`src/rtl/div_sched_pkg.sv`:
```
// State encoding shared by the divider scheduler.
package div_sched_pkg;

    typedef enum logic [1:0] {
        IDLE  = 2'd0,
        RUN   = 2'd1,
        DRAIN = 2'd2
    } state_t;

endpackage

```
`src/rtl/div_scheduler_rr_arbiter.sv`:
```
// Combinational round-robin pick: first set request at or above pointer, wrapping.
module rr_arbiter #(
    parameter  int NUM_REQ = 4,
    localparam int PW      = (NUM_REQ > 1) ? $clog2(NUM_REQ) : 1
) (
    input  logic [NUM_REQ-1:0] req,
    input  logic [PW-1:0]      pointer,
    output logic [NUM_REQ-1:0] winner,
    output logic [PW-1:0]      winner_idx
);
    always_comb begin
        int            j;
        logic [PW-1:0] jj;
        logic          found;
        winner     = '0;
        winner_idx = '0;
        found      = 1'b0;
        j          = 0;
        jj         = '0;
        for (int k = 0; k < NUM_REQ; k++) begin
            j = int'(pointer) + k;
            if (j >= NUM_REQ) j = j - NUM_REQ;
            jj = PW'(j);
            if (!found && req[jj]) begin
                found      = 1'b1;
                winner[jj] = 1'b1;
                winner_idx = jj;
            end
        end
    end
endmodule

```
`src/rtl/div_scheduler.sv`:
```
// Round-robin front end sharing one iterative divider among NUM_REQ clients.
// Define DIV_SCHED_ZERO_GUARD_EN to answer zero divisors locally in one cycle.
module div_scheduler
    import div_sched_pkg::*;
#(
    parameter int NUM_REQ   = 4,
    parameter int BIT_DEPTH = 8
) (
    input  logic                         clk,
    input  logic                         reset,
    input  logic [NUM_REQ-1:0]           req,
    input  logic [NUM_REQ*BIT_DEPTH-1:0] dividend,
    input  logic [NUM_REQ*BIT_DEPTH-1:0] divisor,
    output logic [NUM_REQ-1:0]           grant,
    output logic [NUM_REQ-1:0]           resp_valid,
    output logic [BIT_DEPTH-1:0]         quotient_out,
    output logic [BIT_DEPTH-1:0]         remainder_out,
    output logic                         div0,
    output logic                         div_start,
    output logic [BIT_DEPTH-1:0]         div_dividend,
    output logic [BIT_DEPTH-1:0]         div_divisor,
    input  logic                         div_done,
    input  logic [BIT_DEPTH-1:0]         div_quotient,
    input  logic [BIT_DEPTH-1:0]         div_remainder
);
    localparam int PW = (NUM_REQ > 1) ? $clog2(NUM_REQ) : 1;

    state_t                            state, state_n;
    logic [PW-1:0]                     ptr, ptr_n, owner, owner_n, next_ptr, win_idx;
    logic [NUM_REQ-1:0]                win_oh, grant_n, resp_n;
    logic [BIT_DEPTH-1:0]              quot_n, rem_n, dvd_n, dvs_n;
    logic                              start_n;
    logic [NUM_REQ-1:0][BIT_DEPTH-1:0] dvd_arr, dvs_arr;

`ifdef DIV_SCHED_ZERO_GUARD_EN
    logic zero_pend, zero_pend_n, div0_q, div0_n;
    assign div0 = div0_q;
`else
    assign div0 = 1'b0;
`endif

    assign dvd_arr  = dividend;
    assign dvs_arr  = divisor;
    assign next_ptr = (owner == PW'(NUM_REQ - 1)) ? '0 : owner + 1'b1;

    rr_arbiter #(.NUM_REQ(NUM_REQ)) u_arb (
        .req        (req),
        .pointer    (ptr),
        .winner     (win_oh),
        .winner_idx (win_idx)
    );

    always_comb begin
        state_n = state;
        ptr_n   = ptr;
        owner_n = owner;
        grant_n = grant;
        resp_n  = '0;
        quot_n  = quotient_out;
        rem_n   = remainder_out;
        start_n = div_start;
        dvd_n   = div_dividend;
        dvs_n   = div_divisor;
`ifdef DIV_SCHED_ZERO_GUARD_EN
        zero_pend_n = zero_pend;
        div0_n      = 1'b0;
`endif
        case (state)
            IDLE: begin
                // Never start while the divider still reports a finished result.
                if (|req && !div_done) begin
                    grant_n = win_oh;
                    owner_n = win_idx;
                    dvd_n   = dvd_arr[win_idx];
                    dvs_n   = dvs_arr[win_idx];
                    state_n = RUN;
`ifdef DIV_SCHED_ZERO_GUARD_EN
                    if (dvs_arr[win_idx] == '0) zero_pend_n = 1'b1;
                    else                        start_n     = 1'b1;
`else
                    start_n = 1'b1;
`endif
                end
            end
            RUN: begin
`ifdef DIV_SCHED_ZERO_GUARD_EN
                if (zero_pend) begin
                    resp_n      = grant;
                    quot_n      = '1;
                    rem_n       = div_dividend;
                    div0_n      = 1'b1;
                    grant_n     = '0;
                    ptr_n       = next_ptr;
                    zero_pend_n = 1'b0;
                    state_n     = IDLE;
                end else
`endif
                if (div_done) begin
                    resp_n  = grant;
                    quot_n  = div_quotient;
                    rem_n   = div_remainder;
                    start_n = 1'b0;
                    state_n = DRAIN;
                end
            end
            DRAIN: begin
                if (!div_done) begin
                    grant_n = '0;
                    ptr_n   = next_ptr;
                    state_n = IDLE;
                end
            end
            default: state_n = IDLE;
        endcase
    end

    always_ff @(posedge clk or posedge reset) begin
        if (reset) begin
            state         <= IDLE;
            ptr           <= '0;
            owner         <= '0;
            grant         <= '0;
            resp_valid    <= '0;
            quotient_out  <= '0;
            remainder_out <= '0;
            div_start     <= 1'b0;
            div_dividend  <= '0;
            div_divisor   <= '0;
`ifdef DIV_SCHED_ZERO_GUARD_EN
            zero_pend     <= 1'b0;
            div0_q        <= 1'b0;
`endif
        end else begin
            state         <= state_n;
            ptr           <= ptr_n;
            owner         <= owner_n;
            grant         <= grant_n;
            resp_valid    <= resp_n;
            quotient_out  <= quot_n;
            remainder_out <= rem_n;
            div_start     <= start_n;
            div_dividend  <= dvd_n;
            div_divisor   <= dvs_n;
`ifdef DIV_SCHED_ZERO_GUARD_EN
            zero_pend     <= zero_pend_n;
            div0_q        <= div0_n;
`endif
        end
    end
endmodule

```
`config.mk`:
```
export PLATFORM = sky130hd
export DESIGN_NAME = div_scheduler
export DESIGN_NICKNAME = d
export VERILOG_FILES = /design/src/rtl/div_sched_pkg.sv /design/src/rtl/div_scheduler_rr_arbiter.sv /design/src/rtl/div_scheduler.sv
export SDC_FILE = /design/constraint.sdc
export NUM_CORES = 1
export LEC_CHECK = 0
export CAP_MARGIN = 40
export CORE_AREA = 2 2 74 104
export CTS_BUF_LIST = sky130_fd_sc_hd__clkbuf_4 sky130_fd_sc_hd__clkbuf_8 sky130_fd_sc_hd__clkbuf_16
export CTS_CLUSTER_SIZE = 12
export DETAILED_ROUTE_END_ITERATION = 10
export DIE_AREA = 0 0 76 106
export HOLD_SLACK_MARGIN = 0.12
export PLACE_DENSITY = 0.79
export SYNTH_ARGS = -nofsm -noshare
export SYNTH_HDL_FRONTEND = slang
export SYNTH_SLANG_ARGS = --single-unit
```
`constraint.sdc`:
```
create_clock -name clk -period 8 [get_ports clk]
set_input_delay 1.2 -clock clk [delete_from_list [all_inputs] [get_ports clk]]
set_output_delay 1.2 -clock clk [all_outputs]
set_load 0.01 [all_outputs]
```
After elaboration in Yosys (flattened, before gate mapping)
Index checks and enable logic that the tools add are counted.

Register bits after elaboration: 47. Logic and storage cells: 110.

Mux-type cells: 47. Order comparisons: 13. Add/sub/neg operators: 8. Equal/unequal tests: 6. Bitwise logic cells: 4. Reductions and logical operators: 22.

Operators by type and width (count): binary-select mux 8 bit (select 2 bit) (2); 2-to-1 mux 4 bit (7); 2-to-1 mux 2 bit (12); 2-to-1 mux 8 bit (2); < comparator 2 x 3 -> 1 bit, second input constant (5); 2-to-1 mux 1 bit (13); OR 4 bit (3); greater-or-equal comparator 3 bit, second input constant (3); binary-select mux 1 bit (select 2 bit) (4); demux 1 bit (select 2 bit) (4); greater-or-equal comparator 2 x 1 -> 1 bit, second input constant (4); logical AND 1 bit (8); case mux 4 bit (2 select lines) (1); AND reduction 2 bit (4); subtractor 2 x 1 -> 2 bit, second input constant (4); adder 2 x 2 -> 3 bit, second input constant (2); != test 2 bit, second input constant (3); case mux 2 bit (3 select lines) (1); AND reduction 3 bit (2); == test 2 bit, second input constant (2); zero test 1 bit (4); nonzero test 2 bit (2); OR reduction 4 bit (1); adder 2 x 1 -> 3 bit, second input constant (1); other kinds (6) (6).

Logic depth before layout (Yosys ltp)
Gate-level depths: netlist (run 1).

Depth in word-level cells: 16. Mapped depth: 13. Depth with buffers taken out: 8.

Cells and area by module
Synthesis (run 1) repeated with hierarchy kept, for this count alone.

Cells, all modules: 212. Area, all modules: 2842.7 um^2.

By module, submodules not included: div_scheduler (instances 1, cells an instance 147, area each 2353.5 um^2, sequential area each 1176.1 um^2); rr_arbiter (instances 1, cells an instance 65, area each 489.2 um^2, sequential area each 0.0 um^2).

Least setup slack after synthesis (run 1)
OpenSTA, ideal clock, no wires.

Path type: flip-flop to flip-flop. From: register ptr[0]. To: register div_dividend[0]. Stages on the path, launching flop included: 14. Slack: 4534 ps. Required time: 7868 ps. Clock period less this slack: 3466 ps. Data arrival time: 3334 ps. Buffers on the path: 5. Path through: dfrtp_1 > buf_2 > clkinv_1 > clkbuf_1 > ha_1 > buf_1 > mux4_2 > nor2b_4 > nor2_4 > o21ai_2 > buf_6 > buf_12 > mux2i_1 > o221ai_2.

Cells in the longest elaborated chain, start to end: 16.

Ends and longest elaborated chain: start: declaration (line div_scheduler.sv:29) `logic [PW-1:0] ptr, ptr_n, owner, owner_n, next_ptr, win_idx;`; start signal: assignment (line div_scheduler.sv:135) `ptr <= ptr_n;`; parallel branches: the longest is 13 deep, another holds adder 2 x 1 -> 3 bit; 2-to-1 mux 2 bit (*) (line div_scheduler_rr_arbiter.sv:24) `if (!found && req[jj]) begin`; binary-select mux 8 bit (select 2 bit) (*) (line div_scheduler.sv:74) `dvd_n = dvd_arr[win_idx];`; 2-to-1 mux 8 bit (implied by the code) (*) (line div_scheduler.sv:74); end signal: assignment (line div_scheduler.sv:142) `div_dividend <= dvd_n;`; end: declaration (line div_scheduler.sv:20) `output logic [BIT_DEPTH-1:0] div_dividend,`.

Mark *: on every way between the ends. The select of a mux whose other input is x is not followed. A chain may end at the register's enable or synchronous reset.

Final worst setup path (run 1)
From: register ptr[0]. To: register div_dividend[4].

Same word-level chain as after synthesis.

==> results.json, run 1 <==
{
  "status": "finished clean",
  "drt_iter0_drc": 132,
  "ys_warn_count": 0,
  "r2r_start": "ptr[0]",
  "yosys.area_share.simple": 0.1068,
  "vias_per_cell": 5.339,
  "worstSetupPathType": "flop to flop",
  "fp.dieW_um": 76,
  "hp-class": "flop to flop",
  "ctsHoldBuffers": 0,
  "cts_buffer_depth": 2,
  "worst-r2r-cell-count": 9,
  "dr.pass1.iters": 4,
  "muxShareOfSynthArea": 0.2299,
  "place_area_um2": 4327,
  "fill_cells": 587,
  "syn_inst": 267,
  "grt_setup_unrepaired": "false",
  "cts_root_buf": "clkbuf_8",
  "final_max_slew_viol_count": 0,
  "multi_input_area_um2": 1663,
  "cp_num_buf_inv": 2,
  "syn-num-nets": 360,
  "hold_end": "div_start",
  "io_buffer_count": 127,
  "cp_slowest_cell": "clkinv_1",
  "period_share": 0.5465,
  "ys_top_cells_by_count": "dfrtp_1 (47), nor2_1 (28), nand2_1 (27)",
  "grt_max_degree": 32,
  "syn2layout_area_growth_pct": 48.19,
  "cts_buffers": 5,
  "ys_seq_area_frac": 0.3922,
  "synth_top_flop_cell": "dfrtp_1",
  "synthAdderAreaFrac": 0.02503,
  "crit_path_start_kind": "flop",
  "clock_sinks": 47,
  "rows": 37,
  "setup_viol": 0,
  "ioPinCount": 129,
  "synth_top_family_by_area": "multiplexers",
  "via_count": 2584,
  "synth_edf_count": 0,
  "clk_latency_ns": 0.31,
  "drc": 0,
  "slowest_delay_ns": 0.78,
  "worstReg2RegEnd": "div_dividend[4]",
  "ys_ff_latch": 47,
  "chipHeight_um": 106,
  "die_area_um2": 8056,
  "hold_viol_final": 0,
  "syn_area_um2": 2999,
  "crit_family": "buffers and inverters",
  "p_leak_nw": 1.771,
  "synth-compound-area-share": 0.1886,
  "max_clock_freq_mhz": 228.7,
  "synth_xor_area_frac": 0.002920,
  "cp-end-kind": "flop",
  "cap_violations": 0,
  "start_util": 0.4180,
  "drt_wl_total_mm": 8.602,
  "dpl.hpwl_mm": 6.494,
  "cts_tree": "yes",
  "yosysMostFrequentCell": "dfrtp_1",
  "ys_async_sr_fraction": 1.000,
  "grt_pass1_vias": 2703,
  "synth_top_area_cell": "dfrtp_1",
  "p_per_area_nw_per_um2": 322.4,
  "wl_per_cell_um": 17.77,
  "clk_pin_slew_ns": 0.10,
  "synth_top_area_frac": 0.3922,
  "overflow": 0,
  "tightestPinTransition_ns": 0.7459,
  "final.setup_skew_ns": 0.008842,
  "fin_crit_ns": 4.372,
  "antenna_found_initial": 1,
  "crit_arrival_ns": 4.55,
  "regArea_um2": 1176,
  "relSlewSlack": 0.4997,
  "synth_cell_types": 45,
  "reg2reg_slack_ns": 3.63,
  "synthTopCellsByArea": "dfrtp_1 (39%), o221ai_2 (9.5%), mux2_2 (7.1%)",
  "grt_pass1_wl_mm": 13.90,
  "fin_area_um2": 4444,
  "hold_path_startpoint": "div_start",
  "drtAntennaViolNets": 0,
  "postCtsSetupBuffers": 0,
  "place.gp.congestion": 0.8342,
  "syn_avg_cell_area_um2": 11.23,
  "path_max_fanout": 20,
  "vdd_drop_max_mv": 0.1668,
  "htreeDepth": 2,
  "setup_tns_ns": 0,
  "cp.required_ns": 8.18,
  "drive_above_1_share": 0.1839,
  "nNetsFinal": 478,
  "post_cts_resized": 0,
  "core_region_area_um2": 7176,
  "min_path_cells": 2,
  "grtUsageTotal": 0.2172,
  "path_cells": "clkinv_1, ha_1, mux4_2, nor2b_4, nor2_4, o21ai_2, buf_4, mux2i_1, o221ai_2"
}
[per-stage QoR]
stage	util	hold slack (ns)	cells	total power, W	setup slack (ns)
after floorplan	-	0.4538	267	0.0009735	4.534
after global placement	0.5960	0.4671	472	0.001221	3.832
after detailed placement	0.6030	0.4703	475	0.001253	3.632
after CTS	0.6190	0.4936	483	0.001442	3.586
after global routing	0.6194	0.5103	484	0.001526	3.260
final	0.6194	0.4894	484	0.001433	3.628
[worst register-to-register path: stages (launching register included)]
cell      delay (ns)
dfrtp_1         0.73
clkinv_1        0.79
ha_1            0.72
mux4_2          0.45
nor2b_4         0.23
nor2_4          0.15
o21ai_2         0.43
buf_4           0.35
mux2i_1         0.28
o221ai_2        0.13
[where the power goes]
part / total (W) / switching, W / leakage [nW] / internal, W
Sequential: 0.000398 / 0.0000718 / 0.580 / 0.000327
Combinational: 0.000848 / 0.000414 / 1.14 / 0.000434
Clock: 0.000186 / 0.0000918 / 0.0548 / 0.0000944
[cells by family after synthesis]
kind of cell    Yosys count
mux                      58
xor+xnor                  1
simple gates             70
other cells               1
buf+inv                  29
fa+ha+maj                 6
compound gates           55
flops                    47
[placed cells by master, fill, tap and decap left out, drive strengths merged, types with 2 or more instances in the layout]
cell,synthesis,layout
mux2i,22,22
dfrtp,47,47
mux2,34,34
nand2b,2,2
inv,7,8
nor3,2,2
nor2b,2,2
nand2,27,27
clkbuf,7,5
a221oi,4,4
a22oi,4,4
clkdlybuf4s50,0,127
nor2,29,29
o221ai,31,31
mux4,2,2
buf,14,5
o21ai,9,9
nand3b,3,3
ha,6,6
[sequential cells by signal, summed over array words and instances (netlist names)]
register       count
remainder_out      8
owner              2
div_dividend       8
div_divisor        8
state              2
resp_valid         4
ptr                2
div_start          1
grant              4
quotient_out       8
[per-layer routing]
layer / global-route usage / vias up / share of wire
li1: - / 1223 / -
met1: 0.2428 / 1261 / 0.38
met2: 0.3980 / 79 / 0.55
met3: 0.03480 / 21 / 0.033
met4: 0.1091 / 0 / 0.038
met5: 0 / - / 0
[layout make-up]
cell class / instances / area share
Timing Repair Buffer: 132 / 0.3007
Clock buffer: 5 / 0.01548
Inverter: 8 / 0.006757
Tap cell: 97 / 0.02731
Multi-Input combinational cell: 191 / 0.3742
Sequential cell: 47 / 0.2646
Clock inverter: 3 / 0.01042
Antenna cell: 1 / 0.0005631
[how the worst max path moves through the flow]
stage                 from  slack (ns)               to  depth (start not counted)
floorplan           ptr[0]        4.53  div_dividend[0]                         13
global placement    ptr[0]        3.83  div_dividend[0]                          9
detailed placement  ptr[0]        3.63  div_dividend[2]                          9
CTS                 ptr[0]        3.59   div_divisor[6]                          7
global route        ptr[0]        3.26   div_divisor[2]                          7
finish              ptr[0]        3.63  div_dividend[4]                          9
(Power assumes the default switching activity.)
==> run 2: changes to the inputs <==
- CORE_AREA: 2 2 74 104 -> 2 2 78 109
- DIE_AREA: 0 0 76 106 -> 0 0 80 111
- PLACE_DENSITY: 0.79 -> 0.75
- clock period: 8 -> 3.76 ns (I/O delays scaled with it)
==> run 2 against run 1 <==
Compared with the run above:
- sequential share of layout area shrank 0.25 points
- sequential power grew 110%
- die area grew 10%
- utilization shrank 5.9 points
- count of clock-buffer cells in the layout is the same
- critical path type unchanged
- largest cell class unchanged
- highest routed layer unchanged
==> results.json, run 2 (synthesis gave the netlist of run 1 again) <==
{
  "status": "finished clean",
  "ioPinCount": 129,
  "io_buffer_count": 127,
  "nNetsFinal": 482,
  "relSlewSlack": 0.6156,
  "worstSetupPathType": "flop to flop",
  "final_max_slew_viol_count": 0,
  "cp-end-kind": "flop",
  "die_area_um2": 8880,
  "final_util": 0.5607,
  "syn2layout_area_growth_pct": 49.60,
  "regArea_um2": 1176,
  "cts_tree": "yes",
  "max_clock_freq_mhz": 317.0,
  "fin_crit_ns": 3.154,
  "internal-power_w": 0.001893,
  "vdd_drop_max_mv": 0.2951,
  "p_per_area_nw_per_um2": 695.2,
  "ctsHoldBuffers": 0,
  "combPwrFrac": 0.594,
  "vias_per_cell": 5.230,
  "crit_arrival_ns": 3.29,
  "overflow": 0,
  "power_frac_clock": 0.136,
  "dr.pass1.iters": 5,
  "grtUsageTotal": 0.1855,
  "p_leak_nw": 1.799,
  "dpl.hpwl_mm": 6.276,
  "grt_pass1_wl_mm": 13.24,
  "hp-class": "flop to flop",
  "path_max_fanout": 16,
  "use_met2": 0.3522,
  "chipHeight_um": 111,
  "post_cts_resized": 0,
  "place.gp.congestion": 0.8331,
  "final_cell_mix": "clkdlybuf4s50_1 (127), dfrtp_1 (47), nor2_1 (28)",
  "via_count": 2568,
  "clk_pin_slew_ns": 0.06,
  "period_share": 0.8390,
  "cts_buffers": 5,
  "drtAntennaViolNets": 0,
  "cp.required_ns": 3.90,
  "hold_viol_final": 0,
  "core_region_area_um2": 8003,
  "postCtsSetupBuffers": 0,
  "clock_sinks": 47,
  "fill_cells": 718,
  "layout_commonest_cell": "clkdlybuf4s50_1",
  "tightestPinTransition_ns": 0.5706,
  "swShare": 0.3932,
  "drt_wl_total_mm": 8.238,
  "cts_buffer_depth": 2,
  "drt_iter0_drc": 84,
  "grt_busiest_layer": "met2",
  "final.setup_skew_ns": 0.01044,
  "grt_pass1_vias": 2684,
  "drive_above_1_share": 0.1902,
  "grt_setup_unrepaired": "false",
  "cts_root_buf": "clkbuf_16",
  "p_sw_w": 0.001227,
  "cap_violations": 0,
  "fp.dieW_um": 80,
  "setup_tns_ns": 0,
  "wl_per_cell_um": 16.78,
  "grt_util_met3": 0.03257,
  "drc": 0,
  "htreeDepth": 2,
  "multi_input_area_um2": 1663,
  "antennaDiodeCount": 0,
  "rows": 39,
  "grt_util_met1": 0.2138,
  "antenna_found_initial": 0,
  "crit_path_start_kind": "flop",
  "setup_viol": 0,
  "clk_latency_ns": 0.28,
  "grt_max_degree": 32,
  "seqPwrFrac": 0.270,
  "start_util": 0.3748
}
## run 2: cell count changes in the layout (fill, tap and decap cells not counted)
| cell | before | now |
|---|---|---|
| buf_8 | 2 | 0 |
| bufinv_16 | 1 | 0 |
| clkbuf_8 | 5 | 0 |
| clkbuf_16 | 0 | 5 |
| buf_4 | 2 | 8 |
| inv_6 | 1 | 0 |
| clkinv_2 | 0 | 1 |
| clkinv_4 | 0 | 1 |
| clkinvlp_4 | 1 | 0 |
| diode_2 | 1 | 0 |
## run 2: critical path: stages, from the launching register on
cell and delay [ns]:
dfrtp_1 0.70, clkinv_1 0.20, ha_1 0.46, mux4_2 0.45, nor2b_4 0.22, nor2_4 0.11, o21ai_2 0.19, buf_4 0.26
mux2i_1 0.30, o221ai_2 0.13
## run 2: stage by stage
stage                     cells  worst slack (ns)  instance area (um2)  total power (W)  hold slack [ns]
after floorplan             267            0.2936                 2999         0.002071           0.4538
after global placement      483            0.6681                 4328         0.002663           0.4606
after detailed placement    484            0.5331                 4348         0.002713           0.4676
after CTS                   491            0.6268                 4487         0.003153           0.4852
after global routing        491            0.4220                 4487         0.003318           0.5208
final                       491            0.6055                 4487         0.003119           0.4844
## run 2: layout make-up
cell class | instances | share of cell area
clock buffer | 5 | 0.02789
clock inverter | 2 | 0.003067
inverter | 8 | 0.006693
multi-input combinational | 191 | 0.3706
sequential | 47 | 0.2621
tap | 102 | 0.02844
timing repair buffer | 136 | 0.3012
## run 2: path summary, 6_finish.rpt
kind / start / to / slack (ns) / depth (start not counted)
setup reg to reg: ptr[0] / div_divisor[6] / 0.61 / 9
setup / recovery: ptr[0] / div_divisor[6] / 0.61 / 9
max in group asynchronous: reset / owner[0] / 2.66 / 3
hold / removal: div_divisor[6] / div_divisor[6] / 0.48 / 2
min in group asynchronous: reset / remainder_out[0] / 0.58 / 2
hold reg to reg: div_divisor[6] / div_divisor[6] / 0.48 / 2
## run 2: power groups by stage
| stage | Clock, W | Sequential [W] | Combinational (W) |
|---|---|---|---|
| final | 0.000423 | 0.000843 | 0.00185 |
| after global routing | 0.000459 | 0.000871 | 0.00199 |
| after CTS | 0.000445 | 0.000844 | 0.00186 |
| after detailed placement | 0 | 0.000851 | 0.00186 |
| after global placement | 0 | 0.000842 | 0.00182 |
| after floorplan | 0 | 0.000890 | 0.00118 |
## run 2: metal layers
metal  vias to the layer above  part of all wire
met2                        73              0.53
met3                         4             0.062
li1                       1227                 -
met4                         0            0.0067
met5                         -                 0
met1                      1264              0.40
==> run 3: changes to the inputs <==
- clock period: 3.76 -> 2.7 ns (I/O delays scaled with it)
==> run 3 against run 2 <==
Compared with the run above:
- sequential power rose by 38%
- clock skew fell by 0.0052 ns
- largest power group unchanged
- cell count rose by 3.7%
- die area did not move
- combinational power rose by 54%
- register-to-register slack got worse by 0.43 ns
- first-iteration DRC count fell by 4.8%
- non-clock buffer count rose by 17
- sequential cell count did not move
==> results.json, run 3 (synthesis gave the netlist of run 1 again) <==
{
  "period_share": 0.9356,
  "cp-end-kind": "flop",
  "grt_setup_unrepaired": "false",
  "crit_path_start_kind": "flop",
  "io_buffer_count": 127,
  "p_leak_nw": 1.893,
  "drt_wl_total_mm": 8.379,
  "setup_viol": 0,
  "cts_root_buf": "clkbuf_16",
  "rows": 39,
  "path_cells": "clkinv_8, ha_4, mux4_2, nor2b_4, nor2_4, buf_4, mux2_1, o221ai_1, o221ai_1",
  "wl_per_cell_um": 16.46,
  "antennaDiodeCount": 0,
  "postCtsSetupBuffers": 0,
  "cts_tree": "yes",
  "timing.hold.ws_ns": 0.4592,
  "htreeDepth": 2,
  "nNetsFinal": 499,
  "crit_family": "multiplexers",
  "p_total_w": 0.004645,
  "die_area_um2": 8880,
  "cp_num_buf_inv": 2,
  "antenna_found_initial": 0,
  "ioPinCount": 129,
  "multi_input_area_um2": 1678,
  "reg2reg_slack_ns": 0.17,
  "via_count": 2690,
  "worstReg2RegEnd": "div_dividend[7]",
  "dpl.hpwl_mm": 6.404,
  "r2r_start": "ptr[0]",
  "drive_above_1_share": 0.2359,
  "grtUsageTotal": 0.1885,
  "slowest_delay_ns": 0.55,
  "worstSetupPathType": "flop to flop",
  "chipHeight_um": 111,
  "crit_path_frequent_cell": "o221ai_1",
  "fin_crit_ns": 2.526,
  "maxUsedRoutingLayer": "met4",
  "start_util": 0.3748,
  "overflow": 0,
  "drc": 0,
  "vias_per_cell": 5.285,
  "regArea_um2": 1177,
  "placed_cells": 501,
  "hold_viol_final": 0,
  "core_region_area_um2": 8003,
  "worst-r2r-cell-count": 9,
  "instances_no_fill": 509,
  "route.met3.wl_um": 595,
  "p_per_area_nw_per_um2": 994.3,
  "layout_commonest_cell": "clkdlybuf4s50_1",
  "drt_iter0_drc": 80,
  "vdd_drop_max_mv": 0.4714,
  "syn2layout_area_growth_pct": 55.78,
  "clk_latency_ns": 0.28,
  "hp-class": "input pin to async pin",
  "max_clock_freq_mhz": 395.9,
  "final_cell_mix": "clkdlybuf4s50_1 (127), dfrtp_1 (46), nor2_1 (28)",
  "cp.required_ns": 2.83,
  "met1_length_mm": 3.099,
  "final.setup_skew_ns": 0.005294,
  "path_max_fanout": 9,
  "fp.dieW_um": 80,
  "final_max_slew_viol_count": 0,
  "clk_pin_slew_ns": 0.07,
  "clock_sinks": 47,
  "cts_buffers": 5,
  "cts_buffer_depth": 2,
  "post_cts_resized": 0,
  "drtAntennaViolNets": 0,
  "ctsHoldBuffers": 0,
  "crit_arrival_ns": 2.66,
  "cp_slowest_cell": "dfrtp_2",
  "place.gp.congestion": 0.8487,
  "status": "finished clean",
  "grt_pass1_vias": 2929,
  "cap_violations": 0,
  "grt_max_degree": 28,
  "dr.pass1.iters": 4,
  "fill_cells": 693,
  "grt_pass1_wl_mm": 13.54,
  "dr_wl_met2_mm": 4.580
}
## run 3: area by class of cell
type / count / share of cell area
multi-input cells: 191 / 0.3591
flip-flops and latches: 47 / 0.2520
clock buffers: 6 / 0.02973
repair buffers: 153 / 0.3192
inverters: 8 / 0.009106
well taps: 102 / 0.02732
clock inverters: 2 / 0.003482
## run 3: stage by stage
step	setup WS [ns]	utilization	instance area (um2)	TNS, ns
floorplan	-0.05697	-	3060	-0.5550
global placement	0.01477	0.5644	4517	0
detailed placement	-0.09393	0.5644	4517	-0.2759
CTS	0.1591	0.5838	4672	0
global route	0.08428	0.5838	4672	0
finish	0.1738	0.5838	4672	0
## run 3: layer usage
metal | global-route usage | up-vias
li1 | - | 1268
met5 | 0 | -
met2 | 0.3606 | 98
met1 | 0.2017 | 1316
met4 | 0.03955 | 0
met3 | 0.04805 | 8
## run 3: worst reg2reg max path, cell delays in order (launching register included)
cell	delay (ns)
dfrtp_2	0.55
clkinv_8	0.08
ha_4	0.31
mux4_2	0.36
nor2b_4	0.17
nor2_4	0.06
buf_4	0.18
mux2_1	0.32
o221ai_1	0.19
o221ai_1	0.15
## run 3: worst max path at each step
stage	startpoint	to	slack [ns]	cells after the start
after floorplan	ptr[0]	div_dividend[0]	-0.06	13
after global placement	req[3]	div_divisor[7]	0.01	8
after detailed placement	req[3]	div_dividend[7]	-0.09	8
after CTS	ptr[0]	div_dividend[7]	0.16	9
after global routing	ptr[0]	div_dividend[7]	0.08	9
final	ptr[0]	div_dividend[7]	0.17	9
## run 3: where the power goes
| part | leakage, nW | switching [W] | internal (W) |
|---|---|---|---|
| combinational | 1.24 | 0.00134 | 0.00151 |
| clock | 0.0731 | 0.000264 | 0.000370 |
| sequential | 0.578 | 0.000192 | 0.000972 |
| total | 1.89 | 0.00179 | 0.00285 |
